<file path="config.mk">
export PLATFORM = sky130hd
export DESIGN_NAME = enc_scan_ctrl_flat
export DESIGN_NICKNAME = d
export VERILOG_FILES = /design/src/rtl/enc_scan_ctrl_if.sv /design/src/rtl/enc_scan_ctrl.sv /design/src/flat_wrapper.sv
export SDC_FILE = /design/constraint.sdc
export NUM_CORES = 1
export LEC_CHECK = 0
export ABC_AREA = 1
export CORE_ASPECT_RATIO = 1.5
export CORE_MARGIN = 3
export CORE_UTILIZATION = 50
export DETAILED_ROUTE_END_ITERATION = 10
export PLACE_DENSITY = 0.75
export SETUP_SLACK_MARGIN = 0.2
export SLEW_MARGIN = 20
export SYNTH_ARGS = -nofsm -noshare
export SYNTH_HDL_FRONTEND = slang
export SYNTH_SLANG_ARGS = --single-unit
</file>
<file path="constraint.sdc">
create_clock -name clk -period 3.6 [get_ports clk]
set_input_delay 0.36 -clock clk [delete_from_list [all_inputs] [get_ports clk]]
set_output_delay 0.36 -clock clk [all_outputs]
set_load 0.01 [all_outputs]
</file>
<file path="src/rtl/enc_scan_ctrl_if.sv">
// Host-side register handshake for the encoder scan controller: read, clear and error flags.
interface enc_scan_ctrl_if #(
  parameter int unsigned N_CH  = 4,
  parameter int unsigned CNT_W = 8
);
  localparam int unsigned CH_W = $clog2(N_CH);

  logic                rd_req;
  logic [CH_W-1:0]     rd_ch;
  logic                rd_ack;
  logic [CNT_W-1:0]    rd_data;
  logic                clr_req;
  logic [CH_W-1:0]     clr_ch;
  logic                clr_ack;
  logic [N_CH-1:0]     err;
  logic                err_clr;

  modport master (
    output rd_req, rd_ch, clr_req, clr_ch, err_clr,
    input  rd_ack, rd_data, clr_ack, err
  );

  modport slave (
    input  rd_req, rd_ch, clr_req, clr_ch, err_clr,
    output rd_ack, rd_data, clr_ack, err
  );
endinterface

</file>
<file path="src/rtl/enc_scan_ctrl.sv">
// Round-robin quadrature decoder: N_CH synchronised A/B pairs share one decode/count datapath,
// one channel per clock, with host read/clear handshakes and sticky step-error flags.
module enc_scan_ctrl #(
  parameter int unsigned N_CH        = 4,
  parameter int unsigned CNT_W       = 8,
  parameter int unsigned SYNC_STAGES = 2
) (
  input  logic              clk,
  input  logic              rst,
  input  logic [N_CH-1:0]   a,
  input  logic [N_CH-1:0]   b,
  input  logic              scan_en,
  output logic              busy,
  enc_scan_ctrl_if.slave    host
);
  localparam int unsigned CH_W = $clog2(N_CH);
  localparam logic [CH_W:0] N_CH_EXT = (CH_W+1)'(N_CH);
  localparam logic [CH_W-1:0] PTR_LAST = CH_W'(N_CH - 1);

  typedef enum logic [1:0] {IDLE, PRIME, SCAN} state_t;

  state_t             state_q, state_d;
  logic [CH_W-1:0]    ptr_q, ptr_d;
  logic [N_CH-1:0]    a_sync_q [SYNC_STAGES];
  logic [N_CH-1:0]    b_sync_q [SYNC_STAGES];
  logic [N_CH-1:0]    sa, sb;
  logic [1:0]         prev_q [N_CH];
  logic [1:0]         prev_d [N_CH];
  logic [CNT_W-1:0]   cnt_q [N_CH];
  logic [CNT_W-1:0]   cnt_d [N_CH];
  logic [N_CH-1:0]    err_q, err_d;
  logic               busy_q, rd_ack_q, clr_ack_q;
  logic [CNT_W-1:0]   rd_data_q, rd_data_d;
  logic [1:0]         cur, step;
  logic               ptr_last, rd_take, clr_take;

  // Position of an {a,b} pair along the forward cycle 00->10->11->01.
  function automatic logic [1:0] phase(input logic [1:0] ab);
    return {ab[0], ab[1] ^ ab[0]};
  endfunction

  function automatic logic ch_ok(input logic [CH_W-1:0] ch);
    return {1'b0, ch} < N_CH_EXT;
  endfunction

  // Synchroniser chains carry no reset; they flush while rst is held.
  always_ff @(posedge clk) begin
    a_sync_q[0] <= a;
    b_sync_q[0] <= b;
    for (int s = 1; s < SYNC_STAGES; s++) begin
      a_sync_q[s] <= a_sync_q[s-1];
      b_sync_q[s] <= b_sync_q[s-1];
    end
  end

  assign sa = a_sync_q[SYNC_STAGES-1];
  assign sb = b_sync_q[SYNC_STAGES-1];

  always_ff @(posedge clk) begin
    if (rst) begin
      state_q   <= IDLE;
      ptr_q     <= '0;
      prev_q    <= '{default: '0};
      cnt_q     <= '{default: '0};
      err_q     <= '0;
      busy_q    <= 1'b0;
      rd_ack_q  <= 1'b0;
      clr_ack_q <= 1'b0;
      rd_data_q <= '0;
    end else begin
      state_q   <= state_d;
      ptr_q     <= ptr_d;
      prev_q    <= prev_d;
      cnt_q     <= cnt_d;
      err_q     <= err_d;
      busy_q    <= (state_d != IDLE);
      rd_ack_q  <= rd_take;
      clr_ack_q <= clr_take;
      rd_data_q <= rd_data_d;
    end
  end

  always_comb begin
    state_d   = state_q;
    ptr_d     = ptr_q;
    prev_d    = prev_q;
    cnt_d     = cnt_q;
    err_d     = err_q & ~{N_CH{host.err_clr}};
    rd_data_d = rd_data_q;
    cur       = {sa[ptr_q], sb[ptr_q]};
    step      = phase(cur) - phase(prev_q[ptr_q]);
    ptr_last  = (ptr_q == PTR_LAST);
    rd_take   = host.rd_req & ~rd_ack_q;
    clr_take  = host.clr_req & ~clr_ack_q;

    case (state_q)
      IDLE: begin
        ptr_d = '0;
        if (scan_en) state_d = PRIME;
      end
      PRIME: begin
        prev_d[ptr_q] = cur;
        ptr_d         = ptr_last ? '0 : ptr_q + 1'b1;
        if (ptr_last) state_d = SCAN;
      end
      SCAN: begin
        prev_d[ptr_q] = cur;
        ptr_d         = ptr_last ? '0 : ptr_q + 1'b1;
        case (step)
          2'd1:    cnt_d[ptr_q] = cnt_q[ptr_q] + 1'b1;
          2'd3:    cnt_d[ptr_q] = cnt_q[ptr_q] - 1'b1;
          2'd2:    err_d[ptr_q] = 1'b1;
          default: ;
        endcase
      end
      default: state_d = IDLE;
    endcase

    // Disabling lets the current visit finish, then parks at channel 0.
    if ((state_q != IDLE) && !scan_en) begin
      state_d = IDLE;
      ptr_d   = '0;
    end

    // Clear overrides a same-cycle decode; reads see the post-update count.
    if (clr_take && ch_ok(host.clr_ch)) cnt_d[host.clr_ch] = '0;
    if (rd_take) rd_data_d = ch_ok(host.rd_ch) ? cnt_d[host.rd_ch] : '0;
  end

  assign busy         = busy_q;
  assign host.rd_ack  = rd_ack_q;
  assign host.rd_data = rd_data_q;
  assign host.clr_ack = clr_ack_q;
  assign host.err     = err_q;
endmodule
</file>
<file path="src/flat_wrapper.sv">
// flat-port wrapper written by rule: the top's interface ports become plain ports
module enc_scan_ctrl_flat 
#(
  parameter int unsigned N_CH        = 4,
  parameter int unsigned CNT_W       = 8,
  parameter int unsigned SYNC_STAGES = 2
)
  (clk, rst, a, b, scan_en, busy, host_rd_req, host_rd_ch, host_clr_req, host_clr_ch, host_err_clr, host_rd_ack, host_rd_data, host_clr_ack, host_err);
  enc_scan_ctrl_if #(.N_CH(N_CH), .CNT_W(CNT_W)) host_i ();
  input  logic clk;
  input  logic rst;
  input  logic [N_CH-1:0] a;
  input  logic [N_CH-1:0] b;
  input  logic scan_en;
  output logic busy;
  input wire logic [$bits(host_i.rd_req)-1:0] host_rd_req;
  input wire logic [$bits(host_i.rd_ch)-1:0] host_rd_ch;
  input wire logic [$bits(host_i.clr_req)-1:0] host_clr_req;
  input wire logic [$bits(host_i.clr_ch)-1:0] host_clr_ch;
  input wire logic [$bits(host_i.err_clr)-1:0] host_err_clr;
  output wire logic [$bits(host_i.rd_ack)-1:0] host_rd_ack;
  output wire logic [$bits(host_i.rd_data)-1:0] host_rd_data;
  output wire logic [$bits(host_i.clr_ack)-1:0] host_clr_ack;
  output wire logic [$bits(host_i.err)-1:0] host_err;
  assign host_i.rd_req = host_rd_req;
  assign host_i.rd_ch = host_rd_ch;
  assign host_i.clr_req = host_clr_req;
  assign host_i.clr_ch = host_clr_ch;
  assign host_i.err_clr = host_err_clr;
  assign host_rd_ack = host_i.rd_ack;
  assign host_rd_data = host_i.rd_data;
  assign host_clr_ack = host_i.clr_ack;
  assign host_err = host_i.err;
  enc_scan_ctrl #(.N_CH(N_CH), .CNT_W(CNT_W), .SYNC_STAGES(SYNC_STAGES)) u_core (.clk(clk), .rst(rst), .a(a), .b(b), .scan_en(scan_en), .busy(busy), .host(host_i));
endmodule
</file>
==> results.cfg <==
[finish]
layout-drive-gt1-share_pct = 10.38
num-fill-cells = 849
final_cells = 852
diodes = 0
nNetsFinal = 766
syn_to_final_growth_pct = 15.70

[setup_path]
cp_max_fo = 10
path_class = flip-flop to flip-flop
arrival_ns = 3.36
endpoint_kind = flip-flop
cp-start-kind = flip-flop
required_ns = 3.82
rrSetupSlack_ns = 0.47

[logic_synthesis]
syn_inst = 708
syn_area_um2 = 4543
synth-seq-area-share_pct = 33.05
avgSynthCellArea_um2 = 6.417
synth.distinct_cells = 38
ys_warn_count = 0
ys_ff_latch = 75
syn-num-nets = 737

[die]
dieArea_um2 = 10290
start_util_pct = 51.46
rows = 42
die_y_um = 122.7
die_w_um = 83.83
ioPinCount = 33
core_um2 = 8828

[global_routing]
antenna_found_initial = 0
grt_pass1_wl_mm = 22.39
grt_use_total_pct = 28.02
grt_max_degree = 36
grt_pass1_vias = 4540
grt_overflow_total = 0

[timing]
setup_viol = 0
hold_violations = 0
tns_ns = 0
timing.fmax_mhz = 319.2
relSlewSlack_pct = 46.91
maxSlewViolCount = 0
timing.final.crit_share_pct = 87.01
fin_skew_ns = 0.009566
tightest_slew_ns = 0.7938
rsz0062_at_grt = no
fin_crit_ns = 3.132

[clock_network]
clk_latency_ns = 0.35
clk_pin_slew_ns = 0.05
cts_max_level = 3
postCtsHoldBufs = 0
cts_root_buffer = clkbuf_16
numCtsBuffers = 9
cts_tree = yes
clock_path_buffers = 2
cts.sinks = 75

[detailed_routing]
drcViolationCount = 0
first_pass_iters = 5
ant_nets = 0
wl_per_cell_um = 16.75
drt-initial-drc-count = 521
avgViaCountPerCell = 5.697
vias = 4854
wirelength_mm = 14.27

[job]
maxCapViolations = 0

[placement]
io_buffers = 32
gp_congestion = 0.9956
dpl.hpwl_mm = 10.42
post-place-cells = 836

[hold_path]
hold_class = flip-flop to flip-flop

[power]
ir_drop_uv = 406.5
p_per_area_nw_per_um2 = 445.0
p_leak_nw = 2.420

[run_status]
status = finished clean
[worst paths after layout]
path                            end  cells past startpoint                   from
max reg2reg  u_core.host.rd_data[4]                     17        u_core.ptr_q[0]
min reg2reg   u_core.b_sync_q[0][5]                      0  u_core.b_sync_q[0][1]
min           u_core.b_sync_q[0][5]                      0  u_core.b_sync_q[0][1]
max          u_core.host.rd_data[4]                     17        u_core.ptr_q[0]
[sequential cells by signal, indices dropped and copies added, names as in the netlist]
register / count
u_core.b_sync_q: 8
u_core.host.err: 4
u_core.cnt_q: 32
u_core.prev_q: 8
u_core.host.clr_ack: 1
u_core.state_q: 2
u_core.busy: 1
u_core.ptr_q: 2
u_core.host.rd_ack: 1
u_core.host.rd_data: 8
u_core.a_sync_q: 8
[worst max-delay path, stage by stage, from the launching register on]
cell and delay [ns]:
dfxtp_1 0.45, buf_4 0.22, nand2_1 0.07, nand3_1 0.11, nand2_2 0.12, inv_1 0.15, xor2_1 0.18, ha_1 0.35
nor2_4 0.19, inv_1 0.11, nor2_2 0.21, inv_1 0.14, o21ai_0 0.17, nand2_1 0.07, nand2_1 0.09, nand2_1 0.07
a21oi_1 0.22, a21oi_1 0.10
[metrics by stage]
| step | total power [W] | hold WS, ns | cell area [um^2] | worst slack, ns | util, % |
|---|---|---|---|---|---|
| floorplan | 0.001243 | 0.3096 | 4543 | 0.6548 | - |
| global placement | 0.001343 | 0.3097 | 4920 | 0.5680 | 55.73 |
| detailed placement | 0.001351 | 0.3132 | 4920 | 0.4275 | 55.73 |
| CTS | 0.002337 | 0.3263 | 5249 | 0.4153 | 59.45 |
| global route | 0.002420 | 0.3318 | 5256 | 0.2319 | 59.54 |
| finish | 0.002339 | 0.3238 | 5256 | 0.4676 | 59.54 |
[layer usage]
layer  vias up  GRT usage, %  routed length [um]
met3        71         4.970                 903
met4         0         19.62                 950
met1      2243         29.58                5224
met2       224         50.15                7191
li1       2316             -                   -
met5         -             0                   0
[cells in the final DEF (no fill, tap or decap), types with 9 or more instances in the layout]
cell	count
nor2_1	99
nand2_2	19
nand3_1	48
inv_1	47
o21ai_1	18
o21ai_0	38
dfxtp_1	75
nand2_1	230
ha_1	11
buf_4	15
clkdlybuf4s50_1	32
a21oi_1	40
clkbuf_16	9
[layout make-up]
class	instances	area, um^2	share of cell area (%)
multi-input combinational	552	2650	50.42
sequential	75	1501	28.56
timing repair buffer	47	432.9	8.236
clock buffer	12	256.5	4.880
inverter	52	205.2	3.904
tap	110	137.6	2.618
clock inverter	4	72.57	1.381
[logic make-up after synthesis]
logic type	share of synthesized area, %
flops	33.05
fa+ha+maj	3.029
buf+inv	8.785
compound gates	12.81
xor+xnor	1.708
simple gates	40.62
[power by group]
part	leakage, nW	total (W)	internal, W	switching, W
registers	0.613	0.000869	0.000855	0.0000136
clock network	0.159	0.000991	0.000643	0.000348
logic	1.65	0.000479	0.000162	0.000316
total	2.42	0.00234	0.00166	0.000678
[cell usage after synthesis, drive strengths merged]
library cell	count	area (um^2)
buf	17	148.9
dfxtp	75	1501
clkbuf	12	45.04
a211oi	1	7.510
nand2	255	1059
o211ai	7	52.55
a32o	1	10.01
ha	11	137.6
o22ai	1	6.260
o311ai	1	8.760
nor3	4	20.02
inv	52	205.2
o21bai	1	7.510
nand4	2	12.51
a2111oi	1	8.760
nand3	53	297.8
xor2	8	77.58
a21oi	40	200.2
or2	1	6.260
o21ai	56	280.3
nor2	109	450.4
[repair_timing]
action | in CTS | in global routing
endpoints found under the setup margin | 0 | 7
setup buffers | 0 | 0
hold endpoints to repair | 0 | 0
gates resized for setup | 0 | 2
(Power assumes the default switching activity.)
